===== config.mk =====
export PLATFORM = sky130hd
export DESIGN_NAME = flit_route_arbiter
export DESIGN_NICKNAME = d
export VERILOG_FILES = /design/src/rtl/noc_pkg.sv /design/src/rtl/rr_arbiter.sv /design/src/rtl/flit_route_arbiter.sv
export SDC_FILE = /design/constraint.sdc
export NUM_CORES = 1
export LEC_CHECK = 0
export CELL_PAD_IN_SITES_DETAIL_PLACEMENT = 1
export CELL_PAD_IN_SITES_GLOBAL_PLACEMENT = 1
export CORE_MARGIN = 2
export CORE_UTILIZATION = 30
export DETAILED_ROUTE_END_ITERATION = 6
export GPL_TIMING_DRIVEN = 0
export PLACE_DENSITY_LB_ADDON = 0.3
export SETUP_SLACK_MARGIN = 0.2
export SYNTH_ARGS = -nofsm -noshare
export SYNTH_HDL_FRONTEND = slang
export SYNTH_SLANG_ARGS = --single-unit

===== constraint.sdc =====
create_clock -name clk -period 2.3 [get_ports clk]
set_clock_uncertainty 0.15 [all_clocks]
set_input_delay 0.23 -clock clk [delete_from_list [all_inputs] [get_ports clk]]
set_output_delay 0.23 -clock clk [all_outputs]
set_load 0.1 [all_outputs]

===== src/rtl/noc_pkg.sv =====
// Shared NoC definitions: flit layout, XY direction codes, arbiter FSM states
// and the XY routing decision used by the router input stage.
package noc_pkg;

  localparam int FLIT_W = 8;

  // Header flit layout: [7:6] dest X, [5:4] dest Y, [3:0] payload length.
  localparam int HDR_DX_MSB  = 7;
  localparam int HDR_DX_LSB  = 6;
  localparam int HDR_DY_MSB  = 5;
  localparam int HDR_DY_LSB  = 4;
  localparam int HDR_LEN_MSB = 3;
  localparam int HDR_LEN_LSB = 0;

  localparam logic [2:0] DIR_LOCAL = 3'd0;
  localparam logic [2:0] DIR_EAST  = 3'd1;
  localparam logic [2:0] DIR_WEST  = 3'd2;
  localparam logic [2:0] DIR_NORTH = 3'd3;
  localparam logic [2:0] DIR_SOUTH = 3'd4;

  typedef enum logic [1:0] {
    IDLE    = 2'd0,
    HDR     = 2'd1,
    PAYLOAD = 2'd2,
    DRAIN   = 2'd3
  } state_t;

  // Dimension-ordered routing: resolve X first, then Y, else deliver locally.
  function automatic logic [2:0] xy_route(input logic [FLIT_W-1:0] hdr,
                                          input logic [1:0]        x_here,
                                          input logic [1:0]        y_here);
    logic [1:0] dx;
    logic [1:0] dy;
    dx = hdr[HDR_DX_MSB:HDR_DX_LSB];
    dy = hdr[HDR_DY_MSB:HDR_DY_LSB];
    if (dx > x_here)      return DIR_EAST;
    else if (dx < x_here) return DIR_WEST;
    else if (dy > y_here) return DIR_NORTH;
    else if (dy < y_here) return DIR_SOUTH;
    else                  return DIR_LOCAL;
  endfunction

endpackage


===== src/rtl/rr_arbiter.sv =====
// Round-robin request selector: picks the first asserted request at or above
// ptr_i, wrapping from N-1 back to 0. Purely combinational.
module rr_arbiter #(
  parameter int N  = 4,
  parameter int IW = (N > 1) ? $clog2(N) : 1
) (
  input  logic [N-1:0]  req_i,
  input  logic [IW-1:0] ptr_i,
  output logic [N-1:0]  grant_o,
  output logic [IW-1:0] grant_idx_o,
  output logic          valid_o
);

  // Scan N positions starting at the pointer; the first hit wins.
  always_comb begin
    logic [IW:0] pos;
    grant_o     = '0;
    grant_idx_o = '0;
    valid_o     = 1'b0;
    pos         = '0;
    for (int k = 0; k < N; k++) begin
      pos = {1'b0, ptr_i} + (IW+1)'(k);
      if (pos >= (IW+1)'(N)) pos = pos - (IW+1)'(N);
      if (!valid_o && req_i[pos[IW-1:0]]) begin
        valid_o              = 1'b1;
        grant_o[pos[IW-1:0]] = 1'b1;
        grant_idx_o          = pos[IW-1:0];
      end
    end
  end

endmodule


===== src/rtl/flit_route_arbiter.sv =====
// Router input stage: round-robin picks a non-empty input FIFO, reads its
// header, computes the XY output direction and streams the whole packet to
// the crossbar.
//
// Output handshake: a flit transfers on a rising edge where out_valid and
// out_ready are both high. Once out_valid rises, out_data/out_dir/out_last
// hold steady until that transfer; valid is never withdrawn.
//
// FIFO side: in_read high in cycle t pops the FIFO; its data_out slice is
// valid during t+1 and is captured into the out register at the end of t+1.
// Only one read is ever outstanding (pending_q), giving 1 flit per 2 cycles.
module flit_route_arbiter
  import noc_pkg::*;
#(
  parameter int         N_IN    = 4,
  parameter logic [1:0] X_COORD = 2'd0,
  parameter logic [1:0] Y_COORD = 2'd0
) (
  input  logic                     clk,
  input  logic                     rst,
  input  logic [N_IN-1:0]          in_empty,
  input  logic [FLIT_W*N_IN-1:0]   in_data,
  output logic [N_IN-1:0]          in_read,
  output logic [FLIT_W-1:0]        out_data,
  output logic                     out_valid,
  input  logic                     out_ready,
  output logic [2:0]               out_dir,
  output logic                     out_last,
  output logic                     busy,
  output state_t                   dbg_state_o
);

  localparam int IW = (N_IN > 1) ? $clog2(N_IN) : 1;

  state_t              state_q, state_d;
  logic [IW-1:0]       rr_ptr_q, rr_ptr_d;
  logic [IW-1:0]       sel_q, sel_d;
  logic                pending_q, pending_d;
  logic [3:0]          remaining_q, remaining_d;
  logic [FLIT_W-1:0]   out_data_q, out_data_d;
  logic                out_valid_q, out_valid_d;
  logic [2:0]          out_dir_q, out_dir_d;
  logic                out_last_q, out_last_d;

  logic [N_IN-1:0]     arb_grant;
  logic [IW-1:0]       arb_idx;
  logic                arb_valid;
  logic                rd_en;
  logic [IW-1:0]       rd_idx;
  logic                out_free;
  logic [FLIT_W-1:0]   cap_flit;
  logic [3:0]          cap_len;

  rr_arbiter #(.N(N_IN), .IW(IW)) u_rr (
    .req_i       (~in_empty),
    .ptr_i       (rr_ptr_q),
    .grant_o     (arb_grant),
    .grant_idx_o (arb_idx),
    .valid_o     (arb_valid)
  );

  // The out register can take a new flit if empty or being drained now.
  assign out_free = !out_valid_q || out_ready;
  assign cap_flit = in_data[sel_q*FLIT_W +: FLIT_W];
  assign cap_len  = cap_flit[HDR_LEN_MSB:HDR_LEN_LSB];

  // Next-state, read issue and out-register update for the packet FSM.
  always_comb begin
    state_d     = state_q;
    rr_ptr_d    = rr_ptr_q;
    sel_d       = sel_q;
    remaining_d = remaining_q;
    out_data_d  = out_data_q;
    out_dir_d   = out_dir_q;
    out_last_d  = out_last_q;
    out_valid_d = out_valid_q && !out_ready;
    pending_d   = pending_q;
    rd_en       = 1'b0;
    rd_idx      = sel_q;
    case (state_q)
      IDLE: begin
        if (arb_valid && !pending_q && out_free) begin
          rd_en   = 1'b1;
          rd_idx  = arb_idx;
          sel_d   = arb_idx;
          state_d = HDR;
        end
      end
      HDR: begin
        if (pending_q) begin
          pending_d   = 1'b0;
          out_data_d  = cap_flit;
          out_valid_d = 1'b1;
          out_dir_d   = xy_route(cap_flit, X_COORD, Y_COORD);
          remaining_d = cap_len;
          out_last_d  = (cap_len == 4'd0);
          state_d     = (cap_len == 4'd0) ? DRAIN : PAYLOAD;
        end
      end
      PAYLOAD: begin
        if (pending_q) begin
          pending_d   = 1'b0;
          out_data_d  = cap_flit;
          out_valid_d = 1'b1;
          out_last_d  = (remaining_q == 4'd1);
          if (remaining_q != 4'd0) remaining_d = remaining_q - 4'd1;
          if (remaining_q == 4'd1) state_d = DRAIN;
        end else if (out_free && !in_empty[sel_q]) begin
          rd_en = 1'b1;
        end
      end
      DRAIN: begin
        if (out_valid_q && out_ready) begin
          rr_ptr_d = (sel_q == IW'(N_IN-1)) ? '0 : sel_q + 1'b1;
          state_d  = IDLE;
        end
      end
      default: state_d = IDLE;
    endcase
    if (rd_en) pending_d = 1'b1;
  end

  // Decode the read strobe; reset forces it low without waiting for a clock.
  always_comb begin
    in_read = '0;
    if (rd_en && rst) in_read[rd_idx] = 1'b1;
  end

  // State and datapath registers.
  always_ff @(posedge clk or negedge rst) begin
    if (!rst) begin
      state_q     <= IDLE;
      rr_ptr_q    <= '0;
      sel_q       <= '0;
      pending_q   <= 1'b0;
      remaining_q <= 4'd0;
      out_data_q  <= '0;
      out_valid_q <= 1'b0;
      out_dir_q   <= DIR_LOCAL;
      out_last_q  <= 1'b0;
    end else begin
      state_q     <= state_d;
      rr_ptr_q    <= rr_ptr_d;
      sel_q       <= sel_d;
      pending_q   <= pending_d;
      remaining_q <= remaining_d;
      out_data_q  <= out_data_d;
      out_valid_q <= out_valid_d;
      out_dir_q   <= out_dir_d;
      out_last_q  <= out_last_d;
    end
  end

  assign out_data    = out_data_q;
  assign out_valid   = out_valid_q;
  assign out_dir     = out_dir_q;
  assign out_last    = out_last_q;
  assign busy        = (state_q != IDLE);
  assign dbg_state_o = state_q;

endmodule

# Yosys cells after proc, flatten, opt, wreduce, memory -nomap -nowiden
# Cells that the tools add are included.
# totals
output_inout_bits	20
mem_bits_rw	0
wordCells	131
mem_count	0
latchBits	0
inputBits	39
romBits	0
reg_bits	24
# classes
eq_ne	11
multipliers	0
shift	1
n_reduce_logical	31
n_bitwise	1
addsub	9
order_cmp	15
mux	54
n_div	0
# op_table
operator	count
2-to-1 mux 2 bit	16
indexed part select 32 x 6 -> 8 bit	1
2-to-1 mux 1 bit	20
less-than comparator 2 x 3 -> 1 bit, second input constant	6
2-to-1 mux 4 bit	4
2-to-1 mux 3 bit	4
inequality test 2 bit, second input constant	6
binary-select mux 1 bit (select 2 bit)	5
logical AND 1 bit	10
>= comparator 3 bit, second input constant	3
case mux 2 bit (4 select lines)	1
case mux 4 bit (2 select lines)	1
subtractor 2 x 1 -> 2 bit, second input constant	4
logical NOT 1 bit	7
adder 2 x 2 -> 3 bit, second input constant	2
== test 2 bit, second input constant	3
AND reduction 2 bit	3
nonzero test 2 bit	3
AND reduction 5 bit	1
== test 4 x 1 -> 1 bit, second input constant	1
greater-than comparator 2 x 1 -> 1 bit, second input constant	2
logical NOT 4 bit	1
less-than comparator 2 x 1 -> 1 bit, second input constant	2
inverter 4 bit	1
14 further kinds	15

# Depth between registers and ports, before layout
# logic_depth
depth_word	23
ltp_mapped	7
depth_no_buf	7

# Cells and area by module
# A second synthesis with hierarchy kept.
# hier_totals
hier_cells	180
area_unflattened_um2	1904.3
# modules_own_cells
mod	instances	area_each_um2	cells_each
flit_route_arbiter	1	1482.7	135
rr_arbiter	1	421.7	45

# Worst setup path after synthesis
# No wires, ideal clock.
# synth_path
path_type	reg-to-output
start	register state_q[0], in the netlist dbg_state_o[0]
end	output in_read[2]
arrival_ns	3.977
path_buffers	0
stages_incl_launch_ff	8
setup_slack_ns	-2.057
path_cell_list	dfrtp_1 > inv_1 > ha_1 > inv_1 > o41ai_1 > o41ai_1 > or3_1 > nor2b_1
# synth_between
elab_chain_len	7
elab_cells_between_ends	11
classes_between	2 x order compare; 1 x eq/ne; 5 x mux; 3 x reduce/logical
# synth_rtl
item	line	source
start, declared	flit_route_arbiter.sv:35	state_t state_q, state_d;
start signal, assigned	flit_route_arbiter.sv:142	state_q <= state_d;
logical NOT 2 bit *	flit_route_arbiter.sv:80	case (state_q)
2-to-1 mux 2 bit *	n/a	
named net rd_idx[0]	flit_route_arbiter.sv:49	logic [IW-1:0] rd_idx;
less-than comparator 2 x 3 -> 1 bit (not written as such) or >= comparator 2 x 1 -> 1 bit (tied branches)	flit_route_arbiter.sv:126	if (rd_en && rst) in_read[rd_idx] = 1'b1;
logical AND 1 bit (not written as such)	flit_route_arbiter.sv:126	
2-to-1 mux 1 bit (not written as such)	flit_route_arbiter.sv:126	
demux 1 bit (select 2 bit) *	flit_route_arbiter.sv:126	
2-to-1 mux 4 bit *	flit_route_arbiter.sv:126	
end, declared	flit_route_arbiter.sv:23	output logic [N_IN-1:0] in_read,
# The timed path passes the listed nets; every way through them passes the cells marked *.

# Worst setup path after layout
# layout_path
start	input in_empty[2]
end	output in_read[0]
# layout_between
elab_chain_len	22
elab_cells_between_ends	42
classes_between	2 x order compare; 27 x mux; 1 x bitwise; 12 x reduce/logical
# layout_rtl
item	line	source
start, declared	flit_route_arbiter.sv:21	input logic [N_IN-1:0] in_empty,
inverter 4 bit *	flit_route_arbiter.sv:55	.req_i (~in_empty),
binary-select mux 1 bit (select 2 bit)	rr_arbiter.sv:24	if (!valid_o && req_i[pos[IW-1:0]]) begin
2-to-1 mux 1 bit (not written as such)	rr_arbiter.sv:24	
2-to-1 mux 1 bit	rr_arbiter.sv:24	
logical NOT 1 bit	rr_arbiter.sv:24	
logical AND 1 bit	rr_arbiter.sv:24	
2-to-1 mux 1 bit	rr_arbiter.sv:24	
logical NOT 1 bit	rr_arbiter.sv:24	
(+5 left out)	n/a	
logical AND 1 bit (2 in series)	flit_route_arbiter.sv:82	if (arb_valid && !pending_q && out_free) begin
2-to-1 mux 2 bit * (2 in series)	n/a	
named net rd_idx[0]	flit_route_arbiter.sv:49	
less-than comparator 2 x 3 -> 1 bit (not written as such) or >= comparator 2 x 1 -> 1 bit (tied branches)	flit_route_arbiter.sv:126	
logical AND 1 bit (not written as such)	flit_route_arbiter.sv:126	
2-to-1 mux 1 bit (not written as such)	flit_route_arbiter.sv:126	
demux 1 bit (select 2 bit) *	flit_route_arbiter.sv:126	
2-to-1 mux 4 bit *	flit_route_arbiter.sv:126	
# The timed path passes the listed nets; every way through them passes the cells marked *. The select of a mux whose other input is x is not followed.

==> results.sh <==
export IMPL_crit_start="in_empty[2]"
export IMPL_wirelength_um=4841
export IMPL_finalWorstSetupSlack_ns=-0.3526
export IMPL_hold_path_class="reg -> reg"
export IMPL_grt_pass1_wl_um=7707
export IMPL_ys_seq_elements=23
export IMPL_slowest_delay_ns=0.50
export IMPL_cp_start_kind="input port"
export IMPL_clockBufferDepth=2
export IMPL_instances_no_fill=284
export IMPL_syn_nets=188
export IMPL_clock_fmax_mhz=377.0
export IMPL_grt_max_degree=24
export IMPL_post_route_period_util_pct=115.3
export IMPL_worstPathArrival_ns=2.27
export IMPL_cts_tree="built"
export IMPL_placed_cell_area_sq_um=2237
export IMPL_numCtsBuffers=3
export IMPL_synth_area_top_cells="dfrtp_1 38%, mux4_2 12%, mux2_2 7.4%"
export IMPL_layout_min_cycle_time_ns=2.653
export IMPL_syn_area_sq_um=1513
export IMPL_clock_sinks=23
export IMPL_io_pins=59
export IMPL_most_common_layout_cells="36 x clkdlybuf4s50_1, 20 x dfrtp_1, 13 x nand2_1, 13 x buf_4, 12 x dlygate4sd2_1"
export IMPL_cp_max_fo=6
export IMPL_start_util_pct=31.61
export IMPL_die_w_um=75.01
export IMPL_crit_type="in -> out"
export IMPL_crit_path_frequent_cell="o41ai_4"
export IMPL_violations="negative setup slack"
export IMPL_r2r_start="sel_q[0]"
export IMPL_required_ns=1.92
export IMPL_yosysTopAreaCellShare_pct=38.05
export IMPL_critPathBufInv=2
export IMPL_place_ws_ns=-1.521
export IMPL_drive_gt1_share_pct=31.80
export IMPL_synthToLayoutAreaGrowth_pct=66.42
export IMPL_cap_violations=0
export IMPL_p_per_area_nw_per_um2=1575
export IMPL_cts_max_level=1
export IMPL_diodes=0
export IMPL_synth_cell_type_count=40
export IMPL_path_delay_family="simple AND/OR/NAND/NOR gates"
export IMPL_grt_pass1_vias=1566
export IMPL_drt_vias_per_instance=5.039
export IMPL_p_leak_nw=1.060
export IMPL_clock_latency_ns=0.27
export IMPL_wl_per_cell_um=17.05
export IMPL_final_antenna_net_count=0
export IMPL_die_area_sq_um=5627
export IMPL_dp_cells=265
export IMPL_worstMarginPinSlew_ns=0.9742
export IMPL_status="complete, but fails checks"
export IMPL_min_from="out_last"
export IMPL_peakVddDrop_mv=0.8481
export IMPL_holdWs_ns=0.3447
export IMPL_fin_area_sq_um=2517
export IMPL_die_height_um=75.01
export IMPL_relSlewSlack_pct=35.31
export IMPL_cp_slowest_cell="clkdlybuf4s50_1"
export IMPL_total_power_mw=3.966
export IMPL_avgSynthCellArea_sq_um=10.73
export IMPL_syn_inst=141
export IMPL_slew_violations=0
export IMPL_clk_pin_slew_ns=0.09
export IMPL_track_usage_pct=18.36
export IMPL_io_buffer_count=57
export IMPL_coreArea_sq_um=4786
export IMPL_hpwl_um=3538
export IMPL_drc=0
export IMPL_antenna_found_initial=0
export IMPL_drtPass1Iterations=4
export IMPL_final_common_cell="clkdlybuf4s50_1"
export IMPL_ys_warn_count=0
export IMPL_hold_viol=0
export IMPL_finish_utilization_pct=52.60
export IMPL_cp_end_kind="primary output"
export IMPL_synth_area_leader_cell="dfrtp_1"
export IMPL_setup_viol=4
export IMPL_yosysSeqAreaShare_pct=38.05
export IMPL_nNetsFinal=265
export IMPL_crit_chain="clkdlybuf4s50_1 -> and4_1 -> o41ai_4 -> o41ai_4 -> or3_4 -> nor2_4 -> buf_12"
export IMPL_cts_root_buf="clkbuf_8"
export IMPL_gp_congestion=0.7774
export IMPL_rsz0062_at_grt="yes"
export IMPL_first_iter_violations=42
export IMPL_via_count=1431
export IMPL_gr_total_overflow=0
export IMPL_row_count=25
export IMPL_setup_tns_ns=-1.201
## synth_stat cells, drive strengths merged
master / instances
a2bb2oi: 1
nand2: 14
nor2: 12
o2111ai: 1
clkinv: 1
and4: 1
nor3: 3
mux2i: 1
o41ai: 2
nor4: 1
a2111oi: 1
inv: 8
a21oi: 5
nand3: 2
a22o: 3
a21boi: 1
nand4: 2
buf: 2
mux4: 9
o31ai: 4
clkbuf: 2
nor2b: 4
xnor2: 1
dfrtp: 23
o21a: 1
a211oi: 1
ha: 8
o22ai: 1
a31oi: 1
or3: 1
conb: 1
or2: 2
mux2: 10
o21ai: 7
nand2b: 3
and2: 1
## routing by layer
metal | global-route usage [%] | up-vias | share of wire, %
li1 | - | 670 | -
met4 | 5.159 | 0 | 1.1
met2 | 33.92 | 43 | 54
met3 | 3.614 | 7 | 5.1
met1 | 21.46 | 711 | 40
met5 | 0 | - | 0
## worst reg2reg max path: cells and delay by family, from the launching register on
kind                   cells  cell delay, ns
AND/OR/NAND/NOR            1            0.37
AO/OA/AOI/OAI              2            0.30
flip-flops                 1            0.39
buffers and inverters      2            0.28
multiplexers               1            0.56
## repair_timing
item / CTS / global route
buffers inserted: 9 / 4
gates resized for setup: 63 / 16
hold endpoints to repair: 23 / 0
pin swaps: 5 / 4
endpoints found under the setup margin: 26 / 8
hold buffers: 2 / 0
## state kept, by name, summed over array words and instances, names as in the netlist
register and flops:
out_last 1, sel_q 2, out_dir 2, pending_q 1, remaining_q 4, dbg_state_o 2
rr_ptr_q 2, out_valid 1, out_data 8
## worst paths after layout
path	endpoint	slack (ns)	cells after the start
max	in_read[0]	-0.35	7
min	out_last	0.34	2
max reg2reg	dbg_state_o[0]	0.17	6
min reg2reg	out_last	0.34	2
max in group asynchronous	dbg_state_o[1]	1.39	3
min in group asynchronous	out_last	0.45	3
## logic make-up after synthesis
group | after synthesis | share of synthesized area (%)
AND/OR/NAND/NOR | 46 | 15.47
AO/OA/AOI/OAI | 29 | 13.32
flip-flops | 23 | 38.05
multiplexers | 20 | 21.75
buffers and inverters | 13 | 3.970
adder cells (fa/ha/maj) | 8 | 6.617
other | 1 | 0.2479
XOR/XNOR | 1 | 0.5791
## final cells by class
class | count | area [sq um]
Timing Repair Buffer | 72 | 732.0
Sequential cell | 23 | 584.3
Fill cell | 532 | 2268
Multi-Input combinational cell | 105 | 983.4
Buffer | 4 | 40.04
Clock buffer | 3 | 41.29
Inverter | 9 | 47.55
Clock inverter | 1 | 5.005
Tap cell | 67 | 83.83
## report_power, final
part / switching, mW / leakage, nW / internal (mW)
sequential: 0.143 / 0.275 / 0.618
clock: 0.149 / 0.0255 / 0.122
combinational: 1.91 / 0.760 / 1.02
total: 2.20 / 1.06 / 1.76
Power figures use the tool's default switching activity.
